$ cat config.mk
export PLATFORM = sky130hd
export DESIGN_NAME = i2c_slave_rx
export DESIGN_NICKNAME = d
export VERILOG_FILES = /design/src/rtl/i2c_slave_rx.sv
export SDC_FILE = /design/constraint.sdc
export NUM_CORES = 1
export LEC_CHECK = 0
export ABC_CLOCK_PERIOD_IN_PS = 3600
export CORE_MARGIN = 4
export CORE_UTILIZATION = 44
export CTS_CLUSTER_DIAMETER = 80
export CTS_CLUSTER_SIZE = 28
export DETAILED_ROUTE_END_ITERATION = 8
export PLACE_DENSITY = 0.67
export SLEW_MARGIN = 5
export SYNTH_ARGS = -nofsm -noshare
export SYNTH_HDL_FRONTEND = slang
export SYNTH_SLANG_ARGS = --single-unit
$ cat constraint.sdc
create_clock -name clk -period 3.6 [get_ports clk]
set_clock_uncertainty 0.05 [all_clocks]
set_input_delay 0.72 -clock clk [delete_from_list [all_inputs] [get_ports clk]]
set_output_delay 0.72 -clock clk [all_outputs]
set_load 0.1 [all_outputs]
$ cat src/rtl/i2c_slave_rx.sv
// I2C write-only target receiver.
// Oversamples SCL/SDA on the system clock, detects START/repeated START/STOP,
// ACKs writes to SLAVE_ADDR and hands each received byte to the fabric with a
// valid/ready handshake. Read requests and other addresses are NACKed.
module i2c_slave_rx #(
  parameter logic [6:0] SLAVE_ADDR = 7'h50
) (
  input  logic       clk,
  input  logic       reset,
  input  logic       scl_in,
  input  logic       sda_in,
  output logic       sda_oe,
  output logic [7:0] rx_data,
  output logic       rx_valid,
  input  logic       rx_ready,
  output logic       rx_start,
  output logic       rx_stop,
  output logic       addr_match,
  output logic       busy
);

  typedef enum logic [2:0] {
    ST_IDLE,
    ST_ADDR,
    ST_ACK,
    ST_DATA,
    ST_IGNORE
  } state_t;

  // Input conditioning: two-flop synchronizers plus one history flop each.
  logic [1:0] r_scl_sync;
  logic [1:0] r_sda_sync;
  logic       r_scl_d;
  logic       r_sda_d;

  logic w_scl_s;
  logic w_sda_s;
  logic w_scl_rise;
  logic w_scl_fall;
  logic w_start;
  logic w_stop;

  // Receiver state.
  state_t     r_state;
  logic [3:0] r_bit_cnt;
  logic [7:0] r_shift;
  logic       r_ack_pending;
  logic       r_sda_oe;
  logic [7:0] r_rx_data;
  logic       r_rx_valid;
  logic       r_rx_start;
  logic       r_rx_stop;
  logic       r_addr_match;
  logic       r_busy;

  logic       w_bit_done;
  logic       w_last_bit;
  logic [7:0] w_next_byte;

  assign w_scl_s    = r_scl_sync[1];
  assign w_sda_s    = r_sda_sync[1];
  assign w_scl_rise = w_scl_s & ~r_scl_d;
  assign w_scl_fall = ~w_scl_s & r_scl_d;
  assign w_start    = w_scl_s & r_scl_d & r_sda_d & ~w_sda_s;
  assign w_stop     = w_scl_s & r_scl_d & ~r_sda_d & w_sda_s;

  // Bit counter saturates at 8, so "byte complete" is a plain compare.
  assign w_bit_done  = (r_bit_cnt == 4'd8);
  assign w_last_bit  = (r_bit_cnt == 4'd7);
  assign w_next_byte = {r_shift[6:0], w_sda_s};

  // Synchronize the pad inputs and keep one cycle of history for edge detection.
  // NOTE: synchronizers reset to 1 (idle bus) so leaving reset never fakes a START/STOP edge.
  always_ff @(posedge clk) begin
    if (reset) begin
      r_scl_sync <= 2'b11;
      r_sda_sync <= 2'b11;
      r_scl_d    <= 1'b1;
      r_sda_d    <= 1'b1;
    end else begin
      // NOTE: non-blocking assignments so every flop samples the pre-edge value.
      r_scl_sync <= {r_scl_sync[0], scl_in};
      r_sda_sync <= {r_sda_sync[0], sda_in};
      r_scl_d    <= r_scl_sync[1];
      r_sda_d    <= r_sda_sync[1];
    end
  end

  // Protocol FSM: START/STOP take priority, otherwise shift bits and run the ACK slot.
  always_ff @(posedge clk) begin
    if (reset) begin
      r_state       <= ST_IDLE;
      r_bit_cnt     <= 4'd0;
      r_shift       <= 8'h00;
      r_ack_pending <= 1'b0;
      r_sda_oe      <= 1'b0;
      r_rx_data     <= 8'h00;
      r_rx_valid    <= 1'b0;
      r_rx_start    <= 1'b0;
      r_rx_stop     <= 1'b0;
      r_addr_match  <= 1'b0;
      r_busy        <= 1'b0;
    end else begin
      // Single-cycle strobes default low.
      r_rx_valid <= 1'b0;
      r_rx_start <= 1'b0;
      r_rx_stop  <= 1'b0;

      if (w_start) begin
        r_state       <= ST_ADDR;
        r_bit_cnt     <= 4'd0;
        r_shift       <= 8'h00;
        r_ack_pending <= 1'b0;
        r_sda_oe      <= 1'b0;
        r_addr_match  <= 1'b0;
        r_busy        <= 1'b1;
      end else if (w_stop) begin
        r_state       <= ST_IDLE;
        r_ack_pending <= 1'b0;
        r_sda_oe      <= 1'b0;
        r_addr_match  <= 1'b0;
        r_busy        <= 1'b0;
        r_rx_stop     <= r_addr_match;
      end else begin
        case (r_state)
          ST_IDLE: begin
            r_sda_oe <= 1'b0;
          end

          ST_ADDR, ST_DATA: begin
            if (w_scl_rise && !w_bit_done) begin
              r_shift   <= w_next_byte;
              r_bit_cnt <= r_bit_cnt + 4'd1;
              if (w_last_bit) begin
                if (r_state == ST_ADDR) begin
                  // Only a write to our address is acknowledged.
                  if ((w_next_byte[7:1] == SLAVE_ADDR) && !w_next_byte[0]) begin
                    r_ack_pending <= 1'b1;
                    r_addr_match  <= 1'b1;
                    r_rx_start    <= 1'b1;
                  end else begin
                    r_ack_pending <= 1'b0;
                    r_state       <= ST_IGNORE;
                  end
                end else if (rx_ready) begin
                  r_rx_data     <= w_next_byte;
                  r_rx_valid    <= 1'b1;
                  r_ack_pending <= 1'b1;
                end else begin
                  // Fabric cannot take the byte: drop it and NACK.
                  r_ack_pending <= 1'b0;
                end
              end
            end else if (w_scl_fall && w_bit_done) begin
              // SCL is low here, so driving SDA cannot disturb the bus.
              r_state  <= ST_ACK;
              r_sda_oe <= r_ack_pending;
            end
          end

          ST_ACK: begin
            // Hold the ACK level through the 9th SCL high, release on its falling edge.
            if (w_scl_fall) begin
              r_sda_oe  <= 1'b0;
              r_bit_cnt <= 4'd0;
              r_shift   <= 8'h00;
              r_state   <= r_ack_pending ? ST_DATA : ST_IGNORE;
            end
          end

          ST_IGNORE: begin
            r_sda_oe <= 1'b0;
          end

          default: begin
            r_state  <= ST_IDLE;
            r_sda_oe <= 1'b0;
          end
        endcase
      end
    end
  end

  assign sda_oe     = r_sda_oe;
  assign rx_data    = r_rx_data;
  assign rx_valid   = r_rx_valid;
  assign rx_start   = r_rx_start;
  assign rx_stop    = r_rx_stop;
  assign addr_match = r_addr_match;
  assign busy       = r_busy;

endmodule

==> PnR_summary.wiki <==
{| class="wikitable"
! Metric !! Value
|-
| Worst slew margin relative to its limit || 0.348
|-
| Top cells by area, synth || dfxtp_1 45%, mux2i_1 5.7%, a21oi_1 4.8%
|-
| Sequential cell area || 701 µm²
|-
| Cell-internal power || 0.484 mW
|-
| First-pass DRT Iterations || 5
|-
| First-pass GRT wire length || 5390 µm
|-
| Cells after DPL || 229
|-
| Input/output buffers || 18
|-
| Flip-flop and latch count after synthesis || 35
|-
| Fraction of synthesis flops using an asynchronous set or reset pin || 0
|-
| Worst hold path type || flip-flop to flip-flop
|-
| Routing usage on met3 || 0.0549
|-
| Count of maximum capacitance violations || 0
|-
| Post-synthesis net count || 178
|-
| Clock-pin slew reported for the worst setup and hold paths after clock tree synthesis || 0.09 ns
|-
| Total power per unit cell area || 346 nW/µm²
|-
| Leftover overflow at the end of global routing || 0
|-
| Transition time of the tightest slew-check pin || 0.975 ns
|-
| Synth cell types || 47
|-
| CP peak stage delay || 1.14 ns
|-
| Antenna diode count || 0
|-
| Portion of total power attributed to sequential cells || 0.627
|-
| Final net count || 197
|-
| TritonCTS clock tree || done
|-
| Maximum number of buffers from clock root to sink || 2
|-
| Die area || 4590 µm²
|-
| Clock sinks || 35
|-
| Top cell type's share of synthesized area || 0.447
|-
| DRC Markers || 0
|-
| Die outline width || 67.7 µm
|-
| Post-Route Utilization || 0.540
|-
| Number of vias per cell after detailed routing || 5.58
|-
| Placeable core area || 3390 µm²
|-
| Clock buffers created by TritonCTS || 5
|-
| Number of antenna violations at the first check in global routing || 0
|-
| Data required time of the critical path || 2.83 ns
|-
| Routability congestion estimate from global placement || 0.934
|-
| Antenna-violating nets left || 0
|-
| Post-synthesis average cell area || 9.18 µm²
|-
| Buffering stage count on the worst path with inverters included || 1
|-
| Post-route total power || 0.633 mW
|-
| Filler-free cell count of the finished design || 237
|-
| Number of flops mapped to enable cells by yosys || 0
|-
| Via count of the first global-routing pass || 1211
|-
| Post-synthesis mux area share || 0.0574
|-
| Clock root buffer || clkbuf_4
|-
| Clk Latency, worst-skew pair || 0.34 ns
|-
| Clock H-tree levels || 2
|-
| Area added between synthesis and finish || 16.7%
|-
| CP cell instances || clkdlybuf4s50_1
|-
| Drt initial violations || 126
|-
| Largest family of logic cells by synthesized area || simple AND/OR/NAND/NOR gates
|-
| Outcome || finished clean
|-
| Post-detailed-route wirelength per cell || 13.5 µm
|-
| Count of standard-cell rows || 21
|-
| Leakage power of the design || 0.622 nW
|-
| Min cycle time layout || 2.60 ns
|-
| Number of fill cells in the layout || 316
|-
| Final worst hold slack || 0.368 ns
|-
| Area of the multi-input gates || 820 µm²
|-
| Total of hold buffers inserted after clock tree synthesis || 0
|-
| Vias post-DR || 1322
|-
| Synthesized-area fraction occupied by ao, oa, aoi and oai cells || 0.183
|-
| Critical Setup Path Class || flip-flop to output port
|-
| Maximum clock frequency || 0.384 GHz
|-
| Most used flip-flop cell after synthesis || dfxtp_1
|-
| Number of failing hold endpoints at the final stage || 0
|-
| Max Transition Viols Final || 0
|-
| Delay-heaviest family, CP || buffers and inverters
|-
| Switching portion of total power || 0.237
|-
| Proportion of synthesized chip area in sequential cells || 0.447
|-
| Gr busiest metal || met2
|-
| GRT met1 Usage || 0.203
|-
| Post-synth design cell area || 1570 µm²
|-
| Share of total power in the clock network || 0.311
|-
| Worst Setup Start Kind || flip-flop
|-
| Reported net switching power || 0.150 mW
|-
| Synth warnings || 0
|-
| Highest fanout seen on the critical path || 3
|-
| Gate power share || 0.063
|-
| Sum of routed wire length over all layers || 3190 µm
|-
| Detailed-placement wirelength estimate || 2360 µm
|-
| Global routing met2 resource utilization || 0.241
|-
| Post-synthesis share of cell area spent on and, or, nand and nor gates || 0.260
|-
| Number of buffers inserted by post-CTS setup repair || 0
|-
| Gr usage total || 0.158
|-
| Starting density of the core || 0.463
|-
| Number of gates resized after CTS || 0
|-
| Element type at the critical path end || output port
|-
| Final setup TNS || 0 ns
|-
| Pin count of the biggest net entering global routing || 22
|-
| Peak VDD IR || 0.210 mV
|-
| Die Y || 67.7 µm
|-
| Number of instances in the synthesized netlist || 171
|-
| Synthesized-area fraction occupied by adder cells || 0.0159
|-
| Slowest stage cell on the critical path || clkdlybuf4s50_1
|-
| Share of the clock period used by the worst path after layout || 0.723
|-
| Area leader, netlist || dfxtp_1
|-
| Fraction of final layout cells sized beyond drive strength 1 || 0.0995
|-
| CP arrival || 1.83 ns
|-
| Setup repair after global routing missed its margin || no
|-
| I/O pin total || 19
|-
| Setup Viol. Count Final || 0
|-
| Post-synthesis xor/xnor area fraction || 0.00558
|}
sequential cells by signal (all words and copies together) (netlist names):
signal	flops
r_state	3
addr_match	1
r_scl_sync	2
r_ack_pending	1
rx_valid	1
rx_stop	1
r_sda_d	1
rx_start	1
r_bit_cnt	4
sda_oe	1
r_sda_sync	2
busy	1
r_shift	7
r_scl_d	1
rx_data	8
metal layers:
layer  part of all wire  up-vias
li1                   -      660
met1               0.47      628
met2               0.47       30
met3              0.046        4
met4              0.012        0
met5                  0        -
final cells by class:
cell class / instances / share of cell area
inverters: 2 / 0.00410
repair buffers: 20 / 0.107
well taps: 46 / 0.0314
flip-flops and latches: 35 / 0.383
clock buffers: 7 / 0.0246
clock inverters: 1 / 0.00273
multi-input cells: 126 / 0.448
cell usage after synthesis (2+ instances only):
cell type  number
mux2i_1         9
a31oi_1         2
nand2_1        16
inv_1           2
nand3_1         9
ha_1            2
and3b_1         2
nand2b_1        2
buf_2           3
a21oi_1        15
nor2b_1         4
nor3_1          2
dfxtp_1        35
clkbuf_1        4
a21o_1          2
nor4bb_1        2
nor3b_1         2
o21a_1          4
and2_1          3
o21ai_0        15
nand3b_1        2
nor2_1          4
or2_2           6
path summary, 6_finish.rpt:
kind	start	endpoint	slack, ns	cells after the start
setup / recovery	addr_match$_SDFFE_PP0P_	addr_match	1.0	1
hold / removal	r_sda_sync[0]$_SDFF_PP1_	r_sda_sync[1]$_SDFF_PP1_	0.37	1
setup reg to reg	r_state[2]$_SDFFE_PP0P_	r_shift[6]$_SDFFE_PP0P_	1.60	4
hold reg to reg	r_sda_sync[0]$_SDFF_PP1_	r_sda_sync[1]$_SDFF_PP1_	0.37	1
through the flow:
stage / cell area [µm²] / setup slack (ns)
after floorplan: 1570 / 1.89
after global placement: 1780 / 1.24
after detailed placement: 1780 / 1.10
after CTS: 1830 / 0.982
after global routing: 1830 / 0.921
final: 1830 / 0.996
kinds of logic (layout without fill, tap and decap cells):
family	Yosys count	in the layout
and+or+nand+nor	67	67
AOI/OAI and AO/OA	47	47
DFF	35	35
buffers and inverters	10	30
muxes	9	9
adders and majority gates	2	2
xor gates and xnor gates	1	1
layout by cell type (no fill, tap or decap), drive strengths merged, types with 3 or more instances in the layout:
| master | n |
|---|---|
| dfxtp | 35 |
| clkdlybuf4s50 | 18 |
| nand2 | 16 |
| a21oi | 15 |
| o21ai | 15 |
| nand3 | 9 |
| mux2i | 9 |
| clkbuf | 7 |
| or2 | 6 |
| nor2b | 4 |
| nor2 | 4 |
| o21a | 4 |
| and2 | 4 |
| and3b | 3 |
power by group through the flow:
stage / Clock (mW) / Combinational (mW) / Sequential (mW)
2_1_floorplan: 0 / 0.0276 / 0.407
3_3_place_gp: 0 / 0.0388 / 0.406
3_5_place_dp: 0 / 0.0393 / 0.406
4_1_cts: 0.202 / 0.0396 / 0.397
5_1_grt: 0.222 / 0.0432 / 0.398
6_report: 0.197 / 0.0396 / 0.397
Note: power is estimated with default switching activity, not from simulation.
